[src/rtl/debug_sequencer_if.sv]
// debug_sequencer_if: JTAG-bridge and core-side signals of the debug sequencer.
// The master side is the bridge/core environment; the slave side is the sequencer.
interface debug_sequencer_if #(
    parameter int ADDR_WIDTH = 8,
    parameter int DATA_WIDTH = 16
);
    logic                  debug_seize;
    logic                  debug_run;
    logic [ADDR_WIDTH-1:0] debug_addr;
    logic                  debug_wr_en;
    logic [DATA_WIDTH-1:0] debug_wr_val;
    logic                  debug_stopped;
    logic [DATA_WIDTH-1:0] debug_val;
    logic                  instr_boundary;
    logic                  core_stall;
    logic                  ucode_start;
    logic [ADDR_WIDTH-1:0] ucode_addr;
    logic                  ucode_done;
    logic                  ucode_wr_en;
    logic [DATA_WIDTH-1:0] ucode_wr_val;
    logic [DATA_WIDTH-1:0] ucode_rd_val;
    logic                  proc_timeout;

    modport master (
        output debug_seize, debug_run, debug_addr, debug_wr_en, debug_wr_val,
               instr_boundary, ucode_done, ucode_wr_en, ucode_wr_val,
        input  debug_stopped, debug_val, core_stall, ucode_start, ucode_addr,
               ucode_rd_val, proc_timeout
    );

    modport slave (
        input  debug_seize, debug_run, debug_addr, debug_wr_en, debug_wr_val,
               instr_boundary, ucode_done, ucode_wr_en, ucode_wr_val,
        output debug_stopped, debug_val, core_stall, ucode_start, ucode_addr,
               ucode_rd_val, proc_timeout
    );
endinterface

[src/rtl/debug_sequencer.sv]
// debug_sequencer: halts the core at an instruction boundary, launches debug microcode
// procedures with a timeout watchdog, and holds the JTAG <-> microcode value registers.
module debug_sequencer #(
    parameter int                    ADDR_WIDTH   = 8,
    parameter int                    DATA_WIDTH   = 16,
    parameter int                    PROC_TIMEOUT = 4096,
    parameter logic [DATA_WIDTH-1:0] TIMEOUT_VAL  = 16'hDEAD
) (
    input logic              cpu_clk,
    input logic              reset,
    debug_sequencer_if.slave dbg
);
    localparam int CW = $clog2(PROC_TIMEOUT);

    typedef enum logic [2:0] {RUNNING, SEIZING, STOPPED, LAUNCH, EXEC} state_t;

    state_t                r_state;
    state_t                w_next;
    logic [CW-1:0]         r_cnt;
    logic                  w_expire;
    logic                  r_stopped;
    logic                  r_timeout;
    logic [DATA_WIDTH-1:0] r_val;
    logic [DATA_WIDTH-1:0] r_rd_val;
    logic [ADDR_WIDTH-1:0] r_addr;

    assign w_expire = r_cnt == CW'(PROC_TIMEOUT - 1);

    always_ff @(posedge cpu_clk or posedge reset)
        if (reset) r_state <= RUNNING;
        else       r_state <= w_next;

    always_comb begin
        w_next = r_state;
        unique case (r_state)
            RUNNING: w_next = dbg.debug_seize ? SEIZING : RUNNING;
            SEIZING: w_next = !dbg.debug_seize ? RUNNING : dbg.instr_boundary ? STOPPED : SEIZING;
            STOPPED: w_next = dbg.debug_run ? LAUNCH : !dbg.debug_seize ? RUNNING : STOPPED;
            LAUNCH:  w_next = EXEC;
            EXEC:    w_next = (dbg.ucode_done || w_expire) ? STOPPED : EXEC;
            default: w_next = RUNNING;
        endcase
    end

    always_comb begin
        dbg.core_stall  = (r_state == SEIZING && dbg.instr_boundary) || r_state == STOPPED ||
                          r_state == LAUNCH || r_state == EXEC;
        dbg.ucode_start = r_state == LAUNCH;
    end

    // A done on the expiry cycle wins, so the timeout only fires without done.
    always_ff @(posedge cpu_clk or posedge reset)
        if (reset) begin
            r_cnt     <= '0;
            r_stopped <= 1'b0;
            r_timeout <= 1'b0;
            r_val     <= '0;
            r_rd_val  <= '0;
            r_addr    <= '0;
        end else begin
            r_stopped <= w_next == STOPPED;
            if (r_state == LAUNCH) r_cnt <= '0;
            else if (r_state == EXEC && !w_expire) r_cnt <= r_cnt + CW'(1);
            if (r_state == STOPPED && dbg.debug_run) begin
                r_addr    <= dbg.debug_addr;
                r_timeout <= 1'b0;
            end
            if (r_state == EXEC && !dbg.ucode_done && w_expire) begin
                r_timeout <= 1'b1;
                r_val     <= TIMEOUT_VAL;
            end else if (dbg.ucode_wr_en) r_val <= dbg.ucode_wr_val;
            if (dbg.debug_wr_en) r_rd_val <= dbg.debug_wr_val;
        end

    assign dbg.debug_stopped = r_stopped;
    assign dbg.debug_val     = r_val;
    assign dbg.ucode_rd_val  = r_rd_val;
    assign dbg.ucode_addr    = r_addr;
    assign dbg.proc_timeout  = r_timeout;
endmodule

[src/flat_wrapper.sv]
// flat-port wrapper written by rule: the top's interface ports become plain ports
module debug_sequencer_flat 
#(
    parameter int                    ADDR_WIDTH   = 8,
    parameter int                    DATA_WIDTH   = 16,
    parameter int                    PROC_TIMEOUT = 4096,
    parameter logic [DATA_WIDTH-1:0] TIMEOUT_VAL  = 16'hDEAD
)
  (cpu_clk, reset, dbg_debug_seize, dbg_debug_run, dbg_debug_addr, dbg_debug_wr_en, dbg_debug_wr_val, dbg_instr_boundary, dbg_ucode_done, dbg_ucode_wr_en, dbg_ucode_wr_val, dbg_debug_stopped, dbg_debug_val, dbg_core_stall, dbg_ucode_start, dbg_ucode_addr, dbg_ucode_rd_val, dbg_proc_timeout);
  debug_sequencer_if #(.ADDR_WIDTH(ADDR_WIDTH), .DATA_WIDTH(DATA_WIDTH)) dbg_i ();
  input logic cpu_clk;
  input logic reset;
  input wire logic [$bits(dbg_i.debug_seize)-1:0] dbg_debug_seize;
  input wire logic [$bits(dbg_i.debug_run)-1:0] dbg_debug_run;
  input wire logic [$bits(dbg_i.debug_addr)-1:0] dbg_debug_addr;
  input wire logic [$bits(dbg_i.debug_wr_en)-1:0] dbg_debug_wr_en;
  input wire logic [$bits(dbg_i.debug_wr_val)-1:0] dbg_debug_wr_val;
  input wire logic [$bits(dbg_i.instr_boundary)-1:0] dbg_instr_boundary;
  input wire logic [$bits(dbg_i.ucode_done)-1:0] dbg_ucode_done;
  input wire logic [$bits(dbg_i.ucode_wr_en)-1:0] dbg_ucode_wr_en;
  input wire logic [$bits(dbg_i.ucode_wr_val)-1:0] dbg_ucode_wr_val;
  output wire logic [$bits(dbg_i.debug_stopped)-1:0] dbg_debug_stopped;
  output wire logic [$bits(dbg_i.debug_val)-1:0] dbg_debug_val;
  output wire logic [$bits(dbg_i.core_stall)-1:0] dbg_core_stall;
  output wire logic [$bits(dbg_i.ucode_start)-1:0] dbg_ucode_start;
  output wire logic [$bits(dbg_i.ucode_addr)-1:0] dbg_ucode_addr;
  output wire logic [$bits(dbg_i.ucode_rd_val)-1:0] dbg_ucode_rd_val;
  output wire logic [$bits(dbg_i.proc_timeout)-1:0] dbg_proc_timeout;
  assign dbg_i.debug_seize = dbg_debug_seize;
  assign dbg_i.debug_run = dbg_debug_run;
  assign dbg_i.debug_addr = dbg_debug_addr;
  assign dbg_i.debug_wr_en = dbg_debug_wr_en;
  assign dbg_i.debug_wr_val = dbg_debug_wr_val;
  assign dbg_i.instr_boundary = dbg_instr_boundary;
  assign dbg_i.ucode_done = dbg_ucode_done;
  assign dbg_i.ucode_wr_en = dbg_ucode_wr_en;
  assign dbg_i.ucode_wr_val = dbg_ucode_wr_val;
  assign dbg_debug_stopped = dbg_i.debug_stopped;
  assign dbg_debug_val = dbg_i.debug_val;
  assign dbg_core_stall = dbg_i.core_stall;
  assign dbg_ucode_start = dbg_i.ucode_start;
  assign dbg_ucode_addr = dbg_i.ucode_addr;
  assign dbg_ucode_rd_val = dbg_i.ucode_rd_val;
  assign dbg_proc_timeout = dbg_i.proc_timeout;
  debug_sequencer #(.ADDR_WIDTH(ADDR_WIDTH), .DATA_WIDTH(DATA_WIDTH), .PROC_TIMEOUT(PROC_TIMEOUT), .TIMEOUT_VAL(TIMEOUT_VAL)) u_core (.cpu_clk(cpu_clk), .reset(reset), .dbg(dbg_i));
endmodule
[config.mk]
export PLATFORM = sky130hd
export DESIGN_NAME = debug_sequencer_flat
export DESIGN_NICKNAME = d
export VERILOG_FILES = /design/src/rtl/debug_sequencer_if.sv /design/src/rtl/debug_sequencer.sv /design/src/flat_wrapper.sv
export SDC_FILE = /design/constraint.sdc
export NUM_CORES = 1
export LEC_CHECK = 0
export BUFFER_PORTS_ARGS = -buffer_cell sky130_fd_sc_hd__clkbuf_2
export CORE_MARGIN = 10
export CORE_UTILIZATION = 50
export DETAILED_ROUTE_END_ITERATION = 12
export PLACE_DENSITY = 0.87
export SLEW_MARGIN = 20
export SYNTH_ARGS = -nofsm -noshare
export SYNTH_HDL_FRONTEND = slang
export SYNTH_SLANG_ARGS = --single-unit
[constraint.sdc]
create_clock -name cpu_clk -period 4.31 [get_ports cpu_clk]
set_clock_uncertainty 0.1 [all_clocks]
set_input_delay 0.431 -clock cpu_clk [delete_from_list [all_inputs] [get_ports cpu_clk]]
set_output_delay 0.431 -clock cpu_clk [all_outputs]
set_load 0.02 [all_outputs]
Word level (Yosys, flattened, before mapping)
Cells that the tools add are included.
{"block": "classes", "add_sub_neg": 1, "eq_ne": 6, "mux": 13, "reduce_logical": 15}
{"operator": "$mux 16", "count": 2}
{"operator": "$mux 12", "count": 2}
{"operator": "$pmux 3 s5", "count": 1}
{"operator": "$add 12x1->12 const B", "count": 1}
{"operator": "$eq 12x12->1 const B", "count": 1}
{"operator": "$eq 3x2->1 const B", "count": 3}
{"operator": "$mux 3", "count": 3}
{"operator": "$reduce_bool 2->1", "count": 3}
{"operator": "$logic_and 1x1->1", "count": 5}
{"operator": "$logic_or 1x1->1", "count": 4}
{"operator": "$mux 2", "count": 2}
{"operator": "$eq 3x1->1 const B", "count": 1}
{"operator": "$eq 3x3->1 const B", "count": 1}
{"operator": "$logic_not 3->1", "count": 1}
{"operator": "$mux 1", "count": 3}
{"operator": "$logic_not 1->1", "count": 2}
{"block": "word_totals", "regBits": 57, "inputBits": 48, "wordCells": 42}

Logic depth before layout (Yosys ltp)
Gate-level depths: netlist of the first run.
{"block": "depth", "word_depth": 5, "mapped_depth": 6, "ltp_nobuf": 5}

Least setup slack after synthesis of the first run
OpenSTA, ideal clock, no wires.
{"block": "synth_timing", "kind": "reg-to-reg", "startpoint": "register u_core.r_state[1]", "endpoint": "register u_core.r_cnt[7]", "setup_time_ps": 84, "arrival_ps": 1554, "setup_slack_ps": 2572, "path_stages_with_launch": 5, "n_path_buf": 1, "synth_period_minus_slack_ps": 1738, "path_cell_list": "dfrtp_1 -> or3_1 -> buf_2 -> or4_1 -> a21oi_1"}
{"block": "synth_via", "elab_chain_cells": 3}
{"element": "from (decl)", "line_no": "debug_sequencer.sv:17", "source": "state_t r_state;"}
{"element": "from (signal assigned)", "line_no": "debug_sequencer.sv:31", "source": "else r_state <= w_next;"}
{"element": "$eq 3x3->1", "line_no": "debug_sequencer.sv:63", "source": "else if (r_state == EXEC && !w_expire) r_cnt <= r_cnt + CW'(1);"}
{"element": "$logic_and 1x1->1", "line_no": "debug_sequencer.sv:63"}
{"element": "$reduce_bool 2->1 (no source line)"}
{"element": "to (signal assigned)", "line_no": "debug_sequencer.sv:63"}
{"element": "to (decl)", "line_no": "debug_sequencer.sv:19", "source": "logic [CW-1:0] r_cnt;"}
Several ways; a longest one is shown, not always the timed one.
A chain may end at the register's enable or synchronous reset.

Worst setup path after layout of the first run
{"block": "layout_timing", "startpoint": "register u_core.r_state[2]", "endpoint": "output port dbg_ucode_start"}
{"block": "layout_via", "elab_chain_cells": 1}
{"element": "$eq 3x2->1", "line_no": "debug_sequencer.sv:48", "source": "dbg.ucode_start = r_state == LAUNCH;"}
{"element": "to (decl)", "line_no": "flat_wrapper.sv:25", "source": "output wire logic [$bits(dbg_i.ucode_start)-1:0] dbg_ucode_start;"}
Every way passes these cells.

==> results_dict.tcl, run 1 <==
set metrics [dict create \
    status "finished, final reports clean" \
    slowest_stage "dfrtp_1" \
    fmax_mhz 448 \
    arrival_ps 1700 \
    grtUsageMet3_pct 5.42 \
    clk_path_buf_depth 2 \
    synth_edf_count 0 \
    required_ps 3780 \
    io_buffers 91 \
    path_cells "inv_2 > nand3_1 > clkinv_1 > clkbuf_2" \
    antenna_cells 0 \
    ios 92 \
    yosys_warnings 0 \
    fin_area_um2 3150 \
    place.gp.congestion 0.828 \
    power_density_nw_per_um2 513 \
    final-instance-count-excl-fill 368 \
    setup_viol 0 \
    fp.dieArea_um2 8050 \
    most-common-layout-cells "clkbuf_2, dfrtp_1, mux2_2, nand2_1, mux2i_1" \
    worst-setup-path-type "reg -> out" \
    syn-instance-count 199 \
    track_usage_pct 15.6 \
    rsz0062_at_grt "no" \
    p_leak_nw 1.55 \
    wire_per_inst_um 16.1 \
    grt_first_pass_wirelength_mm 9.71 \
    dp.cells 352 \
    drt_iter0_markers 106 \
    relSlewSlack_pct 53.8 \
    die_w_um 89.7 \
    coreArea_um2 4720 \
    drtAntennaViolNets 0 \
    firstDrtPassIters 4 \
    fin_crit_sh_pct 51.8 \
    clock_latency_ps 330 \
    postCtsHoldBufs 0 \
    cts_tree "done" \
    startpoint_type "register" \
    grt_use_met2_pct 25.1 \
    r2r_start "u_core.r_state[2]" \
    wl_mm 5.93 \
    async_flop_share_pct 100 \
    drv_cap 0 \
    vdd_drop_max_mv 0.335 \
    area_delta_synth_final_pct 29.7 \
    setup_tns_ps 0 \
    start_util_pct 51.4 \
    vias 1946 \
    gr-usage-met1_pct 18.2 \
    clk_pin_slew_ps 70 \
    fp-row-count 25 \
    grt_max_degree 58 \
    min_period_ps 2230 \
    ys_ff_latch 57 \
    dpl_cell_area_um2 2950 \
    cts.sinks 57 \
    grt_busiest_layer "met2" \
    mostFrequentLayoutCell "clkbuf_2" \
    drc 0 \
    synth_seq_area_share_pct 58.7 \
    grt.overflow.total 0 \
    synth.avg_cell_area_um2 12.2 \
    worst_pin_slew_ps 693 \
    htreeDepth 3 \
    synth.cell_area_um2 2430 \
    cp-startpoint "u_core.r_state[2]" \
    yosys.area.top_type "dfrtp_1" \
    ys.flop_type "dfrtp_1" \
    netlist.area_leader.share_pct 58.7 \
    worst_setup_path_end_kind "output port" \
    root_buffer "clkbuf_8" \
    ys_top_cells_by_area "dfrtp_1, mux2_2, mux2i_1, nand2_1, nand3_1" \
    cts_made_buffers 9 \
    hpwlAfterDp_mm 4.44 \
    antenna_found_initial 0 \
    die_h_um 89.7 \
    critPathMaxFanout 9 \
    cts_repair_resize_count 0 \
    via_per_inst 5.29 \
    postCtsSetupBuffers 0 \
    min_path_type "in -> async" \
    cpPeakStageDelay_ps 440 \
    drive_above_1_share_pct 45.5 \
    ys_types 31 \
    hold_viol 0 \
    grt_pass1_vias 2007 \
    slew_viol_final 0 \
    nets 345 \
    synth_nets 248 \
]
[state kept, by name, indices dropped and copies added (netlist names)]
name and count:
u_core.r_state 3, u_core.dbg.ucode_addr 8, u_core.dbg.debug_stopped 1, u_core.r_cnt 12, u_core.dbg.ucode_rd_val 16, u_core.dbg.debug_val 16, u_core.dbg.proc_timeout 1
[logic make-up after synthesis]
logic type               Yosys count  synth area share (%)
adder cells (fa/ha/maj)            1                 0.515
buffers and inverters             14                  2.32
multiplexers                      46                  20.2
flip-flops                        57                  58.7
AND/OR/NAND/NOR                   59                  12.4
AO/OA/AOI/OAI                     22                  5.87
[metal layers]
metal  routed length (um)  vias up
li1                     -      910
met5                    0        -
met4                  126        0
met1                 2430      944
met3                  569       15
met2                 2800       77
[through the flow]
step	power [mW]	util (%)	setup slack, ps	hold WS [ps]
floorplan	0.977	-	2380	364
global placement	1.12	62.5	2480	384
detailed placement	1.14	62.5	2450	390
CTS	1.64	66.7	2080	192
global route	1.71	66.7	2010	227
finish	1.62	66.7	2080	177
[final cells by class]
type / instances / area [um^2]
clock buffer: 11 / 141
fill: 368 / 1570
sequential: 57 / 1430
tap: 67 / 83.8
clock inverter: 5 / 55.1
timing repair buffer: 93 / 470
inverter: 7 / 26.3
multi-input combinational: 128 / 946
[path summary, 6_finish.rpt]
path	cells past startpoint	end	slack, ps
min in group cpu_clk	2	u_core.dbg.ucode_rd_val[4]	230
max	4	dbg_ucode_start	2080
min reg2reg	2	u_core.dbg.debug_val[12]	400
max in group asynchronous	3	u_core.r_cnt[7]	3480
min	3	u_core.dbg.ucode_rd_val[13]	180
max reg2reg	4	u_core.dbg.proc_timeout	2440
[synth_stat cells (all sizes together) (3+ instances only)]
cell type	n
a21oi	6
buf	4
clkbuf	3
or3	5
inv	6
nand2	24
mux2	24
mux2i	22
o21ai	5
nor3	3
o31ai	3
nor4	3
dfrtp	57
nor2	8
nand4	3
nand3	7
[worst max-delay path, delay by kind of cell, from the launching register on]
family | cells | cell delay (ps)
DFF | 1 | 440
and+or+nand+nor | 1 | 290
buffers and inverters | 3 | 630
[report_power, final]
| part | leakage, nW | total (mW) | internal [mW] | switching, mW |
|---|---|---|---|---|
| clock network | 0.0953 | 0.491 | 0.281 | 0.210 |
| registers | 0.701 | 0.704 | 0.634 | 0.0704 |
| logic | 0.758 | 0.420 | 0.164 | 0.256 |
(Power assumes the default switching activity.)
==> inputs of run 2 (changes only) <==
--- a/config.mk
+++ b/config.mk
@@ -5,11 +5,12 @@
 export SDC_FILE = /design/constraint.sdc
 export NUM_CORES = 1
 export LEC_CHECK = 0
+export ABC_AREA = 1
 export BUFFER_PORTS_ARGS = -buffer_cell sky130_fd_sc_hd__clkbuf_2
 export CORE_MARGIN = 10
-export CORE_UTILIZATION = 50
+export CORE_UTILIZATION = 45
 export DETAILED_ROUTE_END_ITERATION = 12
-export PLACE_DENSITY = 0.87
+export PLACE_DENSITY = 0.82
 export SLEW_MARGIN = 20
 export SYNTH_ARGS = -nofsm -noshare
 export SYNTH_HDL_FRONTEND = slang
==> constraint.sdc (replaced) <==
create_clock -name cpu_clk -period 1.8 [get_ports cpu_clk]
set_clock_uncertainty 0.1 [all_clocks]
set_input_delay 0.18 -clock cpu_clk [delete_from_list [all_inputs] [get_ports cpu_clk]]
set_output_delay 0.18 -clock cpu_clk [all_outputs]
set_load 0.02 [all_outputs]
==> results_dict.tcl, run 2 <==
set metrics [dict create \
    io_buffers 91 \
    ios 92 \
    p_leak_nw 2.02 \
    synth_nets 342 \
    wire_per_inst_um 13.8 \
    dpl_cell_area_um2 3180 \
    regArea_um2 1430 \
    antenna_found_initial 0 \
    hold_viol 1 \
    ys_types 30 \
    place.gp.congestion 0.809 \
    violations "hold timing" \
    vdd_drop_max_mv 0.744 \
    rsz0062_at_grt "no" \
    cts_tree "done" \
    cts.sinks 57 \
    grt_max_degree 38 \
    fmax_mhz 585 \
    firstDrtPassIters 4 \
    worst-setup-path-type "reg -> out" \
    htreeDepth 3 \
    cts_made_buffers 9 \
    multi_input_area_um2 1070 \
    ys_top_cells_by_area "dfrtp_1, nand2_1, mux2_2, nor2_1, inv_1" \
    drt_iter0_markers 87 \
    wl_met2_mm 3.51 \
    yosys.area.top_type "dfrtp_1" \
    power_density_nw_per_um2 1100 \
    hpwlAfterDp_mm 4.84 \
    via_per_inst 4.77 \
    relSlewSlack_pct 67.7 \
    setup_viol 0 \
    status "finished with violations" \
    drc 0 \
    fin_crit_sh_pct 95.0 \
    yosys_warnings 0 \
    drv_cap 0 \
    drtAntennaViolNets 0 \
    clock_latency_ps 320 \
    antenna_cells 0 \
    synth.most_common_cell "nand2_1" \
    whs_ps -1.54 \
    ys.flop_type "dfrtp_1" \
    min_path_type "in -> reg" \
    grt.overflow.total 0 \
    drive_above_1_share_pct 35.6 \
    nets 477 \
    fp.dieArea_um2 9320 \
    postCtsSetupBuffers 0 \
    critPathMaxFanout 3 \
    min_period_ps 1710 \
    netlist.area_leader.share_pct 54.1 \
    grt_first_pass_wirelength_mm 11.2 \
    async_flop_share_pct 100 \
    wl_met1_mm 2.78 \
    worst_setup_path_end_kind "output port" \
    fillers 453 \
    setup_tns_ps 0 \
    fin_area_um2 3760 \
    clk_pin_slew_ps 60 \
    clk_path_buf_depth 2 \
    ys_ff_latch 57 \
    coreArea_um2 5610 \
    arrival_ps 1430 \
    vias 2405 \
    area_delta_synth_final_pct 42.8 \
    wl_met3_um 562 \
    synth_edf_count 0 \
    worst_pin_slew_ps 484 \
    synth.cell_area_um2 2640 \
    required_ps 1520 \
    slew_viol_final 0 \
    startpoint_type "register" \
    synth.avg_cell_area_um2 8.99 \
    start_util_pct 47.0 \
    syn-instance-count 293 \
    track_usage_pct 15.2 \
    wl_mm 6.95 \
    top_layer "met4" \
    synthTopCellsByCount "nand2_1, dfrtp_1, nor2_1, inv_1, mux2_2" \
    grt_pass1_vias 2452 \
    mostFrequentLayoutCell "nand2_1" \
    die_w_um 96.5 \
    synth_seq_area_share_pct 54.1 \
    die_h_um 96.5 \
    root_buffer "clkbuf_8" \
    most-common-layout-cells "nand2_1, clkbuf_2, dfrtp_1" \
    fp-row-count 27 \
]
-- run 2: cell count changes in the layout (fill, tap and decap cells not counted), moves of 5 or more --
cell           delta
nand2_1          +81
dlygate4sd3_1    +36
mux2i_1          -22
nor2_1           +20
inv_1            +15
mux2_2            -8
nand4_1           +8
a21oi_1           -5
nand3_2           +5
or3_1             -5
-- run 2: final timing paths --
| check | end | startpoint | cells after the start | slack (ps) |
|---|---|---|---|---|
| max | dbg_core_stall | u_core.r_state[2] | 6 | 90 |
| min | u_core.dbg.ucode_rd_val[7] | dbg_debug_wr_val[7] | 2 | -2 |
| max reg2reg | u_core.dbg.debug_val[6] | u_core.r_cnt[0] | 8 | 160 |
| min reg2reg | u_core.dbg.ucode_addr[2] | u_core.dbg.ucode_addr[2] | 2 | 380 |
| max in group asynchronous | u_core.r_cnt[2] | reset | 4 | 750 |
| min in group asynchronous | u_core.dbg.debug_val[9] | reset | 3 | 300 |
-- run 2: logic make-up (layout without fill, tap and decap cells) --
| family | Yosys count | count (layout) | share of synthesized area (%) |
|---|---|---|---|
| AOI/OAI and AO/OA | 12 | 12 | 2.94 |
| xor gates and xnor gates | 2 | 2 | 0.665 |
| adders and majority gates | 1 | 1 | 0.475 |
| buffers and inverters | 34 | 173 | 5.51 |
| DFF | 57 | 57 | 54.1 |
| muxes | 16 | 16 | 6.84 |
| and+or+nand+nor | 171 | 171 | 29.4 |
-- run 2: critical path, stage by stage, from the launching register on --
cell and delay, ps:
dfrtp_1 390, inv_1 110, nand2_1 60, o21ai_0 270, nor3_2 70, inv_1 60, clkbuf_2 160
-- run 2: layer usage --
layer  vias up  track usage (%)
li1       1192                -
met1      1121             17.5
met2        85             25.7
met3         7             4.63
met4         0             6.66
met5         -                0
-- run 2: power breakdown --
| part | switching (mW) | internal, mW |
|---|---|---|
| sequential | 0.167 | 1.51 |
| combinational | 0.753 | 0.450 |
| clock | 0.459 | 0.808 |
-- run 2: area by class of cell --
type / count / share of cell area, %
timing repair buffer: 131 / 22.8
sequential: 57 / 37.9
multi-input combinational: 202 / 28.5
inverter: 27 / 2.83
clock buffer: 12 / 3.86
clock inverter: 3 / 1.73
tap: 72 / 2.39
-- run 2: repair_timing --
item / CTS / global route
hold endpoints to repair: 54 / 1
endpoints found under the setup margin: 1 / 1
hold buffers: 35 / 1
gates resized for setup: 1 / 2
-- run 2: through the flow --
step | power, mW | hold WS (ps) | util (%) | instances | setup WS (ps)
after floorplan | 2.42 | 189 | - | 293 | 120
after global placement | 2.80 | 102 | 56.8 | 453 | 212
after detailed placement | 2.83 | 103 | 56.8 | 453 | 159
after CTS | 4.18 | 3.50 | 66.8 | 503 | 34.3
after global routing | 4.38 | 1.04 | 67.1 | 504 | 9.62
final | 4.15 | -1.54 | 67.1 | 504 | 89.2
==> inputs of run 3 (changes only) <==
--- a/config.mk
+++ b/config.mk
@@ -8,9 +8,9 @@
 export ABC_AREA = 1
 export BUFFER_PORTS_ARGS = -buffer_cell sky130_fd_sc_hd__clkbuf_2
 export CORE_MARGIN = 10
-export CORE_UTILIZATION = 45
+export CORE_UTILIZATION = 50
 export DETAILED_ROUTE_END_ITERATION = 12
-export PLACE_DENSITY = 0.82
+export PLACE_DENSITY = 0.86
 export SLEW_MARGIN = 20
 export SYNTH_ARGS = -nofsm -noshare
 export SYNTH_HDL_FRONTEND = slang
==> constraint.sdc (replaced) <==
create_clock -name cpu_clk -period 1.7 [get_ports cpu_clk]
set_clock_uncertainty 0.1 [all_clocks]
set_input_delay 0.17 -clock cpu_clk [delete_from_list [all_inputs] [get_ports cpu_clk]]
set_output_delay 0.17 -clock cpu_clk [all_outputs]
set_load 0.02 [all_outputs]
==> results_dict.tcl, run 3 (synthesis gave the netlist of run 2 again) <==
set metrics [dict create \
    nets 482 \
    path_buf_inv 4 \
    track_usage_pct 17.8 \
    hold_viol 0 \
    vias 2437 \
    cts_tree "done" \
    power_density_nw_per_um2 1130 \
    htreeDepth 3 \
    grt_pass1_vias 2576 \
    min_path_type "in -> reg" \
    power_mw 4.28 \
    grt_max_degree 58 \
    drc 0 \
    startpoint_type "register" \
    clock_latency_ps 330 \
    fin_util_pct 74.1 \
    root_buffer "clkbuf_8" \
    post-place-ws_ps 156 \
    setup_tns_ps 0 \
    arrival_ps 1400 \
    fp-row-count 26 \
    p_leak_nw 2.03 \
    mostFrequentLayoutCell "nand2_1" \
    cpPeakStageDelay_ps 390 \
    start_util_pct 51.6 \
    path_delay_family "flip-flops" \
    clk_pin_slew_ps 60 \
    most-common-layout-cells "nand2_1, clkbuf_2, dfrtp_1" \
    drive_above_1_share_pct 36.4 \
    ios 92 \
    whs_ps 13.9 \
    via_per_inst 4.80 \
    slew_viol_final 0 \
    drtAntennaViolNets 0 \
    fp.dieArea_um2 8570 \
    hpwlAfterDp_mm 4.85 \
    path_cells "inv_2 > nor2_2 > nand2_2 > inv_4 > nor3_2 > inv_1 > buf_4" \
    vdd_drop_max_mv 0.880 \
    status "finished, final reports clean" \
    io_buffers 91 \
    wire_per_inst_um 14.8 \
    cts.sinks 57 \
    required_ps 1430 \
    worst-setup-path-type "reg -> out" \
    fin_ws_ps 28.2 \
    wl_mm 7.52 \
    rsz0062_at_grt "yes" \
    clk_path_buf_depth 2 \
    die_h_um 92.6 \
    setup_viol 0 \
    critPathMaxFanout 5 \
    firstDrtPassIters 4 \
    coreArea_um2 5110 \
    fmax_mhz 598 \
    grt.overflow.total 0 \
    grt_first_pass_wirelength_mm 12.3 \
    relSlewSlack_pct 67.1 \
    die_w_um 92.6 \
    antenna_found_initial 0 \
    drv_cap 0 \
    slowest_stage "dfrtp_1" \
    cts_made_buffers 9 \
    area_delta_synth_final_pct 43.6 \
    fin_crit_sh_pct 98.3 \
    worst_pin_slew_ps 493 \
    min_period_ps 1670 \
    worst_setup_path_end_kind "output port" \
    place.gp.congestion 0.847 \
    drt_iter0_markers 107 \
]
run 3: cell count changes in the layout (fill, tap and decap cells not counted), moves of 2 or more:
cell           delta
bufinv_16         -2
dlygate4sd3_1     +2
buf_4             +4
clkbuf_8          +2
run 3: cell type report:
class | instances | area [um^2]
repair buffers | 136 | 903
multi-input cells | 202 | 1070
fillers | 370 | 1320
inverters | 27 | 109
clock buffers | 13 | 169
well taps | 70 | 87.6
flip-flops and latches | 57 | 1430
diodes | 1 | 2.50
clock inverters | 2 | 12.5
run 3: metal layers:
layer	GRT usage (%)	vias to the layer above	part of all wire, %
li1	-	1207	-
met1	19.2	1149	40
met2	31.5	72	52
met3	5.41	9	7.0
met4	7.84	0	1.5
met5	0	-	0
run 3: worst min-delay path, delay by kind of cell:
| kind | cells | cell delay, ps |
|---|---|---|
| and+or+nand+nor | 3 | 130 |
| buffers and inverters | 2 | 110 |
run 3: what timing repair did:
action                                  CTS  global route
hold buffers                             38             0
hold endpoints to repair                 94             0
endpoints found under the setup margin    1             1
buffers inserted                          0             1
gates cloned                              0             0
resized for setup                         3             5
pin swaps                                 1             2
run 3: final timing paths:
kind / startpoint / end / slack, ps / cells past startpoint
setup / recovery: u_core.r_state[1] / dbg_core_stall / 30 / 7
hold / removal: dbg_ucode_wr_val[1] / u_core.dbg.debug_val[1] / 10 / 5
setup reg to reg: u_core.r_cnt[1] / u_core.dbg.debug_val[8] / 150 / 8
hold reg to reg: u_core.dbg.ucode_addr[0] / u_core.dbg.ucode_addr[0] / 380 / 2
max in group asynchronous: reset / u_core.r_cnt[1] / 930 / 4
min in group asynchronous: reset / u_core.r_cnt[0] / 330 / 4
run 3: stage by stage:
step,area (um^2),instances
after CTS,3770,506
after global routing,3780,507
after global placement,3200,453
final,3780,508
after floorplan,2640,293
after detailed placement,3200,453
run 3: report_power, final:
group          internal, mW  leakage [nW]  switching [mW]  total, mW
combinational         0.520          1.23           0.851       1.37
sequential             1.60         0.707           0.178       1.78
clock                 0.637        0.0915           0.492       1.13
total                  2.76          2.03            1.52       4.28
